### config.mk
export PLATFORM = sky130hd
export DESIGN_NAME = i2s_tx
export DESIGN_NICKNAME = d
export VERILOG_FILES = /design/src/rtl/i2s_tx.sv
export SDC_FILE = /design/constraint.sdc
export NUM_CORES = 1
export LEC_CHECK = 0
export ABC_CLOCK_PERIOD_IN_PS = 3750
export BUFFER_PORTS_ARGS = -buffer_cell sky130_fd_sc_hd__buf_2
export CAP_MARGIN = 20
export CELL_PAD_IN_SITES_DETAIL_PLACEMENT = 1
export CELL_PAD_IN_SITES_GLOBAL_PLACEMENT = 2
export CORE_MARGIN = 2
export CORE_UTILIZATION = 25
export DETAILED_ROUTE_END_ITERATION = 16
export PLACE_DENSITY = 0.65
export SETUP_SLACK_MARGIN = 0.2
export SLEW_MARGIN = 10
export SYNTH_ARGS = -nofsm -noshare
export SYNTH_HDL_FRONTEND = slang
export SYNTH_SLANG_ARGS = --single-unit
### constraint.sdc
create_clock -name clk_i -period 3.75 [get_ports clk_i]
set_input_delay 0.1875 -clock clk_i [delete_from_list [all_inputs] [get_ports clk_i]]
set_output_delay 0.1875 -clock clk_i [all_outputs]
set_load 0.005 [all_outputs]
### src/rtl/i2s_tx.sv
// Philips I2S transmitter: serialises one mono sample per frame onto both
// channel slots, with a one-entry holding register pacing the upstream source.
module i2s_tx #(
  parameter int width_p      = 24,
  parameter int bclk_div_p   = 4,
  parameter int slot_width_p = 32
) (
  input  logic               clk_i,
  input  logic               reset_i,
  input  logic               valid_i,
  output logic               ready_o,
  input  logic [width_p-1:0] data_i,
  output logic               bclk_o,
  output logic               lrclk_o,
  output logic               sdata_o,
  output logic               underrun_o
);

  localparam int bw_lp = $clog2(bclk_div_p);
  localparam int pw_lp = $clog2(2 * slot_width_p);
  localparam int iw_lp = $clog2(width_p + 1);

  logic [bw_lp-1:0]   bcnt_r, bcnt_n;
  logic [pw_lp-1:0]   pos_r, pos_n, b_n;
  logic [width_p-1:0] hold_r, frame_r, frame_n;
  logic               full_r, full_n;
  logic               fall, wrap, load, accept;
  logic               bclk_n, lrclk_n, sdata_n, underrun_n;
  logic [iw_lp-1:0]   idx;

  assign ready_o = ~full_r;
  assign accept  = valid_i & ~full_r;

  // Outputs are registered from the next-state values so each pin reflects
  // the divider/bit position it belongs to without a cycle of skew.
  always_comb begin
    fall       = (bcnt_r == bw_lp'(bclk_div_p - 1));
    wrap       = (pos_r == pw_lp'(2 * slot_width_p - 1));
    load       = fall & wrap;
    bcnt_n     = fall ? '0 : bcnt_r + bw_lp'(1);
    pos_n      = pos_r;
    if (fall) pos_n = wrap ? '0 : pos_r + pw_lp'(1);
    frame_n    = frame_r;
    if (load) frame_n = full_r ? hold_r : '0;
    // A frame load only empties the register if it actually consumed a sample;
    // an accept colliding with an empty-register load still sets full.
    full_n     = full_r;
    if (load && full_r) full_n = 1'b0;
    else if (accept)    full_n = 1'b1;
    underrun_n = load & ~full_r;
    bclk_n     = (bcnt_n >= bw_lp'(bclk_div_p / 2));
    lrclk_n    = (pos_n >= pw_lp'(slot_width_p));
    b_n        = lrclk_n ? pos_n - pw_lp'(slot_width_p) : pos_n;
    idx        = iw_lp'(width_p) - iw_lp'(b_n);
    sdata_n    = 1'b0;
    if (b_n != '0 && b_n <= pw_lp'(width_p)) sdata_n = frame_n[idx];
  end

  always_ff @(posedge clk_i) begin
    if (reset_i) begin
      bcnt_r     <= '0;
      pos_r      <= '0;
      frame_r    <= '0;
      hold_r     <= '0;
      full_r     <= 1'b0;
      bclk_o     <= 1'b0;
      lrclk_o    <= 1'b0;
      sdata_o    <= 1'b0;
      underrun_o <= 1'b0;
    end else begin
      bcnt_r     <= bcnt_n;
      pos_r      <= pos_n;
      frame_r    <= frame_n;
      full_r     <= full_n;
      if (accept) hold_r <= data_i;
      bclk_o     <= bclk_n;
      lrclk_o    <= lrclk_n;
      sdata_o    <= sdata_n;
      underrun_o <= underrun_n;
    end
  end

endmodule

---- Word-level counts from Yosys, hierarchy flattened ----
Cells that the tools add are included.
storage, ports and cells
  register bits after elaboration ......... 61
  input bits .............................. 27
  output and inout bits ................... 5
  word-level logic and storage cells ...... 37
operators by class
  add/sub/neg operators ................... 4
  magnitude comparators ................... 4
  equal/unequal tests ..................... 2
  mux-type cells .......................... 8
  bitwise operators ....................... 5
  reduce and logical (&&, ||, !) cells .... 5
operator list
  kind                                                                              number
  24-bit two-way mux                                                                2
  6-bit two-way mux                                                                 3
  6-bit by 1-bit adder with 6-bit output, second input constant                     1
  6-bit equality test, second input constant                                        1
  6-bit greater-or-equal comparator, second input constant                          1
  6-bit by 5-bit less-or-equal comparator with 1-bit output, second input constant  1
  5-bit by 6-bit less-than comparator with 1-bit output, second input constant      1
  6-bit nonzero test                                                                1
  6-bit subtractor, second input constant                                           1
  1-bit binary-select mux with 5-bit select                                         1
  5-bit subtractor, first input constant                                            1
  2-bit OR reduction                                                                2
  1-bit AND                                                                         3
  2-bit by 1-bit adder with 2-bit output, second input constant                     1
  2-bit equality test, second input constant                                        1
  2-bit greater-or-equal comparator, second input constant                          1
  1-bit logical AND                                                                 2
  2-bit two-way mux                                                                 1
  1-bit inverter                                                                    2
  1-bit two-way mux                                                                 1

---- Longest topological paths before layout ----
Gate-level depths: netlist (run 1).
  word-level depth ........................ 9
  gate-level depth with buffers ........... 12
  gate-level depth less buffers ........... 10

---- Worst setup path after synthesis (run 1) ----
No wires, ideal clock.
  path type ............................... register to register
  start point ............................. reg pos_r[0]
  end point ............................... reg sdata_o
  setup time .............................. 0.117 ns
  data arrival time ....................... 2.963 ns
  data required time ...................... 3.633 ns
  setup slack ............................. 0.671 ns
  stages on the path, launching flop included .. 12
  period minus slack after synthesis ...... 3.079 ns
  cells stage by stage .................... dfxtp_1 ha_1 clkbuf_1 nand4_4 o21ai_0 ha_1 clkbuf_1 xnor3_1 nor2_1 a2111oi_0 a2111oi_0 and4b_1
between the ends
  longest elaborated chain between the ends .. 9
  elaborated cells on any way between the ends .. 17
ends and longest elaborated chain
  what                                                                                            line  text
  start, declared                                                                                 24    logic [pw_lp-1:0] pos_r, pos_n, b_n;
  start signal, assigned                                                                          72    pos_r <= pos_n;
  parallel branches: the longest is 9 deep, another holds 6-bit by 1-bit adder with 6-bit output  --
  end signal, assigned                                                                            78    sdata_o <= sdata_n;
  end, declared                                                                                   15    output logic sdata_o,
Several ways; the timed one is not identified. The select of a mux whose other input is x is not followed.
A chain may end at the register's enable or synchronous reset.

---- Worst setup path in the final report (run 1) ----
Ends and elaborated chain as after synthesis.

==> metrics.md, run 1 <==
| Metric | Value |
|---|---|
| F_max | 321 MHz |
| Post-CTS Resized | 0 |
| Reg clk slew, reported paths | 50 ps |
| TritonCTS buffer count | 9 |
| Cts hold-fix bufs | 0 |
| CTS tree | done |
| Required time worst endpoint | 3970 ps |
| Startpoint types | flip-flop |
| Flops & latches, synth | 60 |
| Final-report max-slew violation count | 0 |
| FFs w/ async S/R, synth | 0% |
| First-pass detailed-route iteration total | 4 |
| Wire length per cell | 15.0 um |
| RSZ-0062 raised after global routing | false |
| Top Layer Used | met4 |
| Final ANT Viol Nets | 0 |
| Synth top area share | 42.5% |
| CTS Buffer Depth | 2 |
| # rows | 38 |
| Leakage Power | 1.27 nW |
| Total core area | 10900 sq um |
| Crit path arrival time | 3330 ps |
| Top Ports | 32 |
| WL met3 | 210 um |
| # diodes | 0 |
| Final GP Congestion | 0.754 |
| Clock skew | 3.05 ps |
| Final setup violation count | 0 |
| Worst hold-check path type | in2reg |
| Post-synthesis instance total | 353 |
| Total global routing overflow | 0 |
| Top-count cell post-synth | nand2_1 |
| Final Power | 1.70 mW |
| Routed wire length | 7760 um |
| Seq/Total Area, Yosys | 42.5% |
| # DRC | 0 |
| Layout Cells excl Fill | 517 |
| Crit path capture type | flip-flop |
| Die Ht | 110 um |
| Synth Cell Area | 2830 sq um |
| Layout net count | 403 |
| Power per cell area | 499 nW/um^2 |
| Synth area leaders | dfxtp_1 (43%), nand2_1 (11%), a21oi_1 (9.0%), mux2i_1 (3.9%), nand3_1 (3.7%) |
| TNS Setup | 0 ps |
| Root Driver | clkbuf_16 |
| P&R area growth vs syn | 20.5% |
| Period minus WS final | 3110 ps |
| Setup Buffers After CTS | 0 |
| Synth Flop Type | dfxtp_1 |
| Yosys warns | 0 |
| WL met2 | 3490 um |
| Yosys top cell by area | dfxtp_1 |
| Placed Area | 3080 sq um |
| Post-synth cell types | 43 |
| Worst slew margin | 44.8% |
| Die area | 12200 sq um |
| Placed Cells | 502 |
| Fillers | 1329 |
| IO buf count | 31 |
| Initial drt markers | 62 |
| Critical-path maximum fanout | 10 |
| Largest net degree at the start of global routing | 35 |
| PnR worst setup slack | 638 ps |
| M1 WL | 3920 um |
| Worst vdd ir | 0.000205 V |
| Final Hold Viols | 0 |
| Detailed Place HPWL | 5340 um |
| Least-Margin Pin Slew | 826 ps |
| Status | complete, no violations |
| Kind of critical path | reg2reg |
| Number of global-route vias before repair | 2521 |
| Top post-synthesis cells by count | nand2_1 (86), dfxtp_1 (60), a21oi_1 (51) |
| Total number of vias | 2487 |
| H-tree depth | 3 |
| Initial Util | 25.8% |
| Syn avg cell area | 8.00 sq um |
| Period utilization | 83.0% |
| Final instance area | 3400 sq um |
| Max-cap check violation count | 0 |
| Vias per cell | 4.81 |
| GRT Util Overall | 14.1% |
| Worst-Skew Late Latency | 330 ps |
| Share of cells above drive strength 1 | 15.6% |
| First-pass GRT wire length | 13000 um |
| # clock sinks | 60 |
| Die X | 110 um |
| Post-synth EDFFs | 0 |
| Initial antenna violation count | 0 |
| Mapped Nets | 383 |
| Pre-CTS setup slack | 442 ps |
[metal layers]
metal | GRT usage, % | up-vias
li1 | - | 1272
met1 | 18.8 | 1170
met2 | 22.3 | 34
met3 | 2.29 | 11
met4 | 6.43 | 0
met5 | 0 | -
[layout make-up]
type / count / area (sq um) / share of cell area [%]
Timing Repair Buffer: 38 / 208 / 6.10
Multi-Input combinational cell: 262 / 1500 / 44.0
Clock inverter: 4 / 73.8 / 2.17
Sequential cell: 60 / 1200 / 35.3
Inverter: 2 / 7.51 / 0.221
Tap cell: 140 / 175 / 5.15
Clock buffer: 11 / 243 / 7.13
[worst paths after layout]
check / start / endpoint / slack, ps / cells after the start
worst max-delay path: pos_r[0] / sdata_o / 640 / 9
worst min-delay path: data_i[10] / hold_r[10] / 100 / 3
worst max register to register: pos_r[0] / sdata_o / 640 / 9
worst min register to register: bcnt_r[0] / bcnt_r[0] / 430 / 1
[logic make-up after synthesis]
family                   count (synthesis)  synth area share [%]
adder cells (fa/ha/maj)                  3                  1.33
flip-flops                              60                  42.5
multiplexers                            14                  5.09
AO/OA/AOI/OAI                           79                  16.7
XOR/XNOR                                 8                  4.12
buffers and inverters                   31                  4.74
AND/OR/NAND/NOR                        158                  25.6
[sequential cells by signal, indices dropped and copies added (netlist names)]
signal and count:
full_r 1, hold_r 24, lrclk_o 1, bcnt_r 1, frame_r 24, bclk_o 1
pos_r 6, sdata_o 1, underrun_o 1
[layout by cell type, fill, tap and decap left out, drive strengths merged, types with 3 or more instances in the layout]
master,instances
a41oi,3
a21oi,51
nand2,86
a211oi,3
dfxtp,60
nand3,21
buf,38
nor2b,4
ha,3
and4b,3
clkbuf,11
nor2,16
xor2,3
mux2i,11
xnor2,3
a2111oi,6
nor4,3
nand4,4
o21ai,7
mux2,3
nor3,13
[through the flow]
step | hold slack [ps] | utilization [%]
after floorplan | 323 | -
after global placement | 411 | 28.2
after detailed placement | 424 | 28.2
after CTS | 90.9 | 31.1
after global routing | 103 | 31.1
final | 98.4 | 31.1
[report_power, final]
| part | internal [mW] | switching [mW] |
|---|---|---|
| logic | 0.0562 | 0.0844 |
| clock network | 0.596 | 0.287 |
| registers | 0.657 | 0.0177 |
[worst max-delay path, cell delays in order, from the launching register on]
cell,delay [ps]
dfxtp_1,460
ha_1,380
nand4_4,220
o21ai_1,290
ha_2,340
xnor3_1,480
nor2_1,140
a2111oi_0,70
a2111oi_0,390
and4b_1,230
Power figures use the tool's default switching activity.
==> run 2: changes to the inputs <==
--- a/config.mk
+++ b/config.mk
@@ -5,7 +5,8 @@
 export SDC_FILE = /design/constraint.sdc
 export NUM_CORES = 1
 export LEC_CHECK = 0
-export ABC_CLOCK_PERIOD_IN_PS = 3750
+export ABC_AREA = 1
+export ABC_CLOCK_PERIOD_IN_PS = 3260
 export BUFFER_PORTS_ARGS = -buffer_cell sky130_fd_sc_hd__buf_2
 export CAP_MARGIN = 20
 export CELL_PAD_IN_SITES_DETAIL_PLACEMENT = 1
@@ -13,7 +14,7 @@
 export CORE_MARGIN = 2
 export CORE_UTILIZATION = 25
 export DETAILED_ROUTE_END_ITERATION = 16
-export PLACE_DENSITY = 0.65
+export PLACE_DENSITY = 0.67
 export SETUP_SLACK_MARGIN = 0.2
 export SLEW_MARGIN = 10
 export SYNTH_ARGS = -nofsm -noshare
==> constraint.sdc (replaced) <==
create_clock -name clk_i -period 3.26 [get_ports clk_i]
set_input_delay 0.163 -clock clk_i [delete_from_list [all_inputs] [get_ports clk_i]]
set_output_delay 0.163 -clock clk_i [all_outputs]
set_load 0.005 [all_outputs]
==> run 2 against run 1 <==
Sequential share of layout area is 2.5 points higher; clock skew is 4.9 ps higher; highest routed layer unchanged; cell area is 6.6% lower; register-to-register slack worse by 120 ps; core utilization is 1.7 points lower; global-route usage is 0.82 points lower; power is 7.7% lower; area after synthesis is 2.7% lower; largest power group is now registers; non-clock buffer count is 1 lower; hold slack worse by 35 ps.
==> metrics.md, run 2 <==
| Metric | Value |
|---|---|
| Status | complete, no violations |
| Synth top area share | 43.7% |
| Wire length per cell | 12.9 um |
| Worst vdd ir | 0.000166 V |
| Hold path startpoint | data_i[3] |
| Syn avg cell area | 7.12 sq um |
| Detailed Place HPWL | 4940 um |
| Initial drt markers | 112 |
| Cts hold-fix bufs | 0 |
| Initial Util | 25.5% |
| Crit path capture type | flip-flop |
| F_max | 365 MHz |
| Crit path from | bclk_o |
| Share of cells above drive strength 1 | 15.9% |
| First-pass GRT wire length | 12200 um |
| Power per cell area | 493 nW/um^2 |
| Top-count cell post-synth | nand2_1 |
| CTS Buffer Depth | 2 |
| Leakage Power | 1.38 nW |
| Initial antenna violation count | 0 |
| FFs w/ async S/R, synth | 0% |
| Post-synth EDFFs | 0 |
| Final Hold Viols | 0 |
| TritonCTS buffer count | 9 |
| Routed wire length | 7160 um |
| Register area | 1200 sq um |
| Number of global-route vias before repair | 2469 |
| Hold path endpoint | hold_r[3] |
| Top post-synthesis cells by count | nand2_1 (132), dfxtp_1 (60), a21oi_1 (50) |
| Die X | 109 um |
| Die Ht | 109 um |
| RSZ-0062 raised after global routing | false |
| Synth Cell Area | 2750 sq um |
| Die area | 11900 sq um |
| Synth Flop Type | dfxtp_1 |
| Worst-Skew Late Latency | 340 ps |
| Final-report max-slew violation count | 0 |
| Critical R2R Launch | bclk_o |
| H-tree depth | 3 |
| Yosys warns | 0 |
| Post-synthesis instance total | 386 |
| Fillers | 1348 |
| Setup Buffers After CTS | 0 |
| Reg clk slew, reported paths | 70 ps |
| P&R area growth vs syn | 15.7% |
| Worst Reg2Reg Path Length in Cells | 15 |
| Final GP Congestion | 0.780 |
| Kind of critical path | reg2reg |
| Top Ports | 32 |
| CTS tree | done |
| Period minus WS final | 2740 ps |
| Synth area leaders | dfxtp_1 (44%), nand2_1 (18%), a21oi_1 (9.1%), nand3_1 (5.6%), nand3b_1 (4.1%) |
| TNS Setup | 0 ps |
| Hold Path Depth | 3 |
| Reg2reg end | sdata_o |
| Final hold slack | 63.6 ps |
| Yosys top cell by area | dfxtp_1 |
| Worst slew margin | 40.5% |
| Crit path arrival time | 2980 ps |
| Final setup violation count | 0 |
| Least-Margin Pin Slew | 892 ps |
| First-pass detailed-route iteration total | 4 |
| IO buf count | 31 |
| # clock sinks | 60 |
| Total number of vias | 2416 |
| # diodes | 0 |
| Root Driver | clkbuf_8 |
| Total global routing overflow | 0 |
| Post-synth cell types | 30 |
| R2R Setup Slk | 520 ps |
| Vias per cell | 4.35 |
| Commonest non-fill, non-tap cells in the layout | nand2_1 (132), dfxtp_1 (60), a21oi_1 (50), nand3_1 (31), buf_2 (31) |
| # DRC | 0 |
| Startpoint types | flip-flop |
| Final instance area | 3180 sq um |
| Placed Area | 3000 sq um |
| Period utilization | 84.2% |
| Commonest non-fill, non-tap cell in the layout | nand2_1 |
| Critical-path maximum fanout | 15 |
| # rows | 38 |
| Post-CTS Resized | 0 |
| Required time worst endpoint | 3500 ps |
| Largest net degree at the start of global routing | 47 |
| Total core area | 10800 sq um |
| GRT Util Overall | 13.3% |
| Area of the multi-input gates | 1300 sq um |
| Mapped Nets | 416 |
| Worst hold-check path type | in2reg |
| Max-cap check violation count | 0 |
| Final ANT Viol Nets | 0 |
| Flops & latches, synth | 60 |
| Clock skew | 8.00 ps |
| Largest registers | frame_r: 24 flops, hold_r: 24 flops, pos_r: 6 flops |
| Seq/Total Area, Yosys | 43.7% |
| Layout net count | 442 |
[run 2: changes by cell type after synthesis, sizes merged, moves of 4 or more]
| cell | before | now |
|---|---|---|
| nand2 | 86 | 135 |
| nor3 | 13 | 4 |
| nor2b | 4 | 0 |
| inv | 2 | 30 |
| buf | 8 | 14 |
| mux2i | 11 | 0 |
| o21ai | 7 | 0 |
| nand3 | 21 | 33 |
| clkbuf | 21 | 8 |
| a2111oi | 6 | 2 |
| nand3b | 0 | 15 |
[run 2: where the power goes]
part | internal (mW) | leakage [nW] | switching, mW
Sequential | 0.756 | 0.488 | 0.0131
Clock | 0.310 | 0.0872 | 0.305
Combinational | 0.0671 | 0.804 | 0.117
[run 2: cell families after synthesis]
group | synth area share [%]
adder cells (fa/ha/maj) | 1.37
flip-flops | 43.7
AO/OA/AOI/OAI | 10.5
AND/OR/NAND/NOR | 34.6
XOR/XNOR | 0.956
buffers and inverters | 8.96
[run 2: critical path: stages, from the launching register on]
cell and delay (ps):
dfxtp_1 310, ha_1 280, nand2_1 150, inv_1 60
nor2_2 450, nand2_4 230, ha_1 470, inv_1 150
nand2_1 100, clkinv_1 50, nand2_1 50, nand3_1 80
nand2_1 60, nor2_1 40, nor2_1 100, nor2_1 50
[run 2: per-stage QoR]
stage / setup WS, ps / std cells / total power [mW] / utilization (%)
after global routing: 213 / 556 / 1.66 / 29.5
after global placement: 600 / 541 / 0.969 / 27.8
after floorplan: 1070 / 386 / 0.918 / -
after CTS: 465 / 556 / 1.60 / 29.5
after detailed placement: 482 / 541 / 0.974 / 27.8
final: 517 / 556 / 1.57 / 29.5
[run 2: per-layer routing]
| layer | part of all wire, % | up-vias | track usage, % |
|---|---|---|---|
| met5 | 0 | - | 0 |
| met2 | 43 | 30 | 20.5 |
| met1 | 53 | 1095 | 18.1 |
| met3 | 2.9 | 7 | 2.81 |
| li1 | - | 1284 | - |
| met4 | 1.3 | 0 | 4.95 |
[run 2: worst max-delay path by stage]
| stage | end | slack, ps | cells past startpoint |
|---|---|---|---|
| finish | sdata_o | 520 | 15 |
| global route | sdata_o | 210 | 15 |
| CTS | sdata_o | 470 | 15 |
| detailed placement | sdata_o | 480 | 15 |
| global placement | sdata_o | 600 | 15 |
| floorplan | sdata_o | 1070 | 16 |
[run 2: final cells by class]
cell class | instances | area share (%)
Clock buffer | 11 | 4.76
Clock inverter | 4 | 0.787
Tap cell | 140 | 5.51
Inverter | 33 | 3.93
Sequential cell | 60 | 37.8
Multi-Input combinational cell | 271 | 41.0
Timing Repair Buffer | 37 | 6.29
==> run 3: changes to the inputs <==
--- a/config.mk
+++ b/config.mk
@@ -6,7 +6,7 @@
 export NUM_CORES = 1
 export LEC_CHECK = 0
 export ABC_AREA = 1
-export ABC_CLOCK_PERIOD_IN_PS = 3260
+export ABC_CLOCK_PERIOD_IN_PS = 2800
 export BUFFER_PORTS_ARGS = -buffer_cell sky130_fd_sc_hd__buf_2
 export CAP_MARGIN = 20
 export CELL_PAD_IN_SITES_DETAIL_PLACEMENT = 1
==> constraint.sdc (replaced) <==
create_clock -name clk_i -period 2.8 [get_ports clk_i]
set_input_delay 0.14 -clock clk_i [delete_from_list [all_inputs] [get_ports clk_i]]
set_output_delay 0.14 -clock clk_i [all_outputs]
set_load 0.005 [all_outputs]
==> run 3 against run 2 <==
Sequential share of layout area shrank 0.60 points; count of clock-buffer cells in the layout up 1; fmax grew 19%.
==> metrics.md, run 3 (synthesis results as in run 2) <==
| Metric | Value |
|---|---|
| Status | complete, no violations |
| Critical-path maximum fanout | 15 |
| Crit path capture type | flip-flop |
| Worst path max stage delay | 440 ps |
| Worst vdd ir | 0.000191 V |
| Leakage Power | 1.41 nW |
| Wire length per cell | 12.5 um |
| Setup Buffers After CTS | 0 |
| CTS Buffer Depth | 2 |
| # DRC | 0 |
| Commonest non-fill, non-tap cell in the layout | nand2_1 |
| Fillers | 1338 |
| Kind of critical path | reg2reg |
| Final ANT Viol Nets | 0 |
| Share of cells above drive strength 1 | 16.7% |
| Fin util | 29.9% |
| Crit path from | bclk_o |
| Reg2reg end | sdata_o |
| First-pass detailed-route iteration total | 4 |
| Root Driver | clkbuf_8 |
| Required time worst endpoint | 3030 ps |
| Number of global-route vias before repair | 2465 |
| Initial drt markers | 83 |
| IO buf count | 31 |
| Final Power | 1.92 mW |
| Die X | 109 um |
| Max-cap check violation count | 0 |
| Startpoint types | flip-flop |
| Layout net count | 445 |
| Vias per cell | 4.40 |
| CP max stage cell | ha_2 |
| Placed Area | 3030 sq um |
| Top Ports | 32 |
| Worst path cell trace | ha_1, nand2_1, inv_1, nor2_2, nand2_4, ha_2, inv_1, nand2_1, clkinv_1, nand2_1, nand3_1, nand2_1, nor2_1, nor2_1, nor2_1 |
| Initial antenna violation count | 0 |
| Clock skew | 9.70 ps |
| CP Capture Point | sdata_o |
| P&R area growth vs syn | 17.5% |
| Crit path arrival time | 2530 ps |
| Worst-Skew Late Latency | 330 ps |
| Final setup violation count | 0 |
| R2R Setup Slk | 500 ps |
| TNS Setup | 0 ps |
| Period utilization | 82.1% |
| Least-Margin Pin Slew | 781 ps |
| Worst hold-check path type | in2reg |
| Routed wire length | 7020 um |
| Final-report max-slew violation count | 0 |
| Final instance area | 3230 sq um |
| Detailed Place HPWL | 4900 um |
| Power per cell area | 593 nW/um^2 |
| TritonCTS buffer count | 9 |
| RSZ-0062 raised after global routing | false |
| Reg clk slew, reported paths | 70 ps |
| Die area | 11900 sq um |
| Largest net degree at the start of global routing | 41 |
| Final GP Congestion | 0.752 |
| Worst Reg2Reg Path Length in Cells | 15 |
| Total number of vias | 2466 |
| Total core area | 10800 sq um |
| # diodes | 0 |
| Final Hold Viols | 0 |
| H-tree depth | 3 |
| Critical R2R Launch | bclk_o |
| F_max | 435 MHz |
| First-pass GRT wire length | 12300 um |
| Initial Util | 25.5% |
| Period minus WS final | 2300 ps |
| GRT Util Overall | 13.4% |
| CTS tree | done |
| Worst slew margin | 47.9% |
| # clock sinks | 60 |
| Commonest non-fill, non-tap cells in the layout | nand2_1 (132), dfxtp_1 (60), a21oi_1 (50), nand3_1 (31), buf_2 (31) |
| Total global routing overflow | 0 |
| Most frequent CP cell | nand2_1 |
| Final hold slack | 47.1 ps |
| Die Ht | 109 um |
| # rows | 38 |
| Largest registers | frame_r: 24 flops, hold_r: 24 flops, pos_r: 6 flops |
run 3: cell types whose count changed in the layout (fill, tap and decap cells not counted), sizes merged:
cell,delta
buf,+3
bufinv,+1
clkbuf,+1
clkinvlp,-1
run 3: worst min-delay path by stage:
stage,to,depth (start not counted),from,slack [ps]
6_report,hold_r[5],3,data_i[5],50
4_1_cts,hold_r[20],3,data_i[20],30
3_3_place_gp,hold_r[8],3,data_i[8],390
3_5_place_dp,hold_r[15],3,data_i[15],400
5_1_grt,hold_r[17],3,data_i[17],30
2_1_floorplan,lrclk_o,1,reset_i,230
run 3: report_power, final:
group	switching (mW)	leakage (nW)	internal, mW	total (mW)
clock	0.345	0.102	0.457	0.802
sequential	0.0158	0.488	0.880	0.896
combinational	0.136	0.818	0.0815	0.217
run 3: final cells by class:
| class | instances | area, sq um | share of cell area (%) |
|---|---|---|---|
| inverter | 33 | 125 | 3.87 |
| tap | 140 | 175 | 5.42 |
| timing repair buffer | 40 | 223 | 6.89 |
| clock buffer | 12 | 155 | 4.80 |
| multi-input combinational | 271 | 1310 | 40.4 |
| sequential | 60 | 1200 | 37.2 |
| clock inverter | 4 | 47.5 | 1.47 |
run 3: routing by layer:
metal | routed length (um) | up-vias | part of all wire (%) | GRT usage (%)
li1 | - | 1295 | - | -
met2 | 3060 | 32 | 44 | 21.0
met1 | 3650 | 1132 | 52 | 18.1
met5 | 0 | - | 0 | 0
met3 | 219 | 7 | 3.1 | 2.75
met4 | 91 | 0 | 1.3 | 4.95
run 3: through the flow:
stage               setup WS (ps)  instances
global placement              535        544
finish                        503        560
global route                  261        560
floorplan                     606        386
detailed placement            417        544
CTS                           410        560
run 3: worst max-delay path, delay by kind of cell, from the launching register on:
family	cells	cell delay, ps
fa+ha+maj	2	730
simple gates	10	890
flops	1	310
buf+inv	3	250
run 3: repair_timing:
| action | 4_1_cts | 5_1_grt |
|---|---|---|
| setup endpoints to repair | 0 | 1 |
| resized for setup | 0 | 1 |
| hold buffers | 0 | 0 |
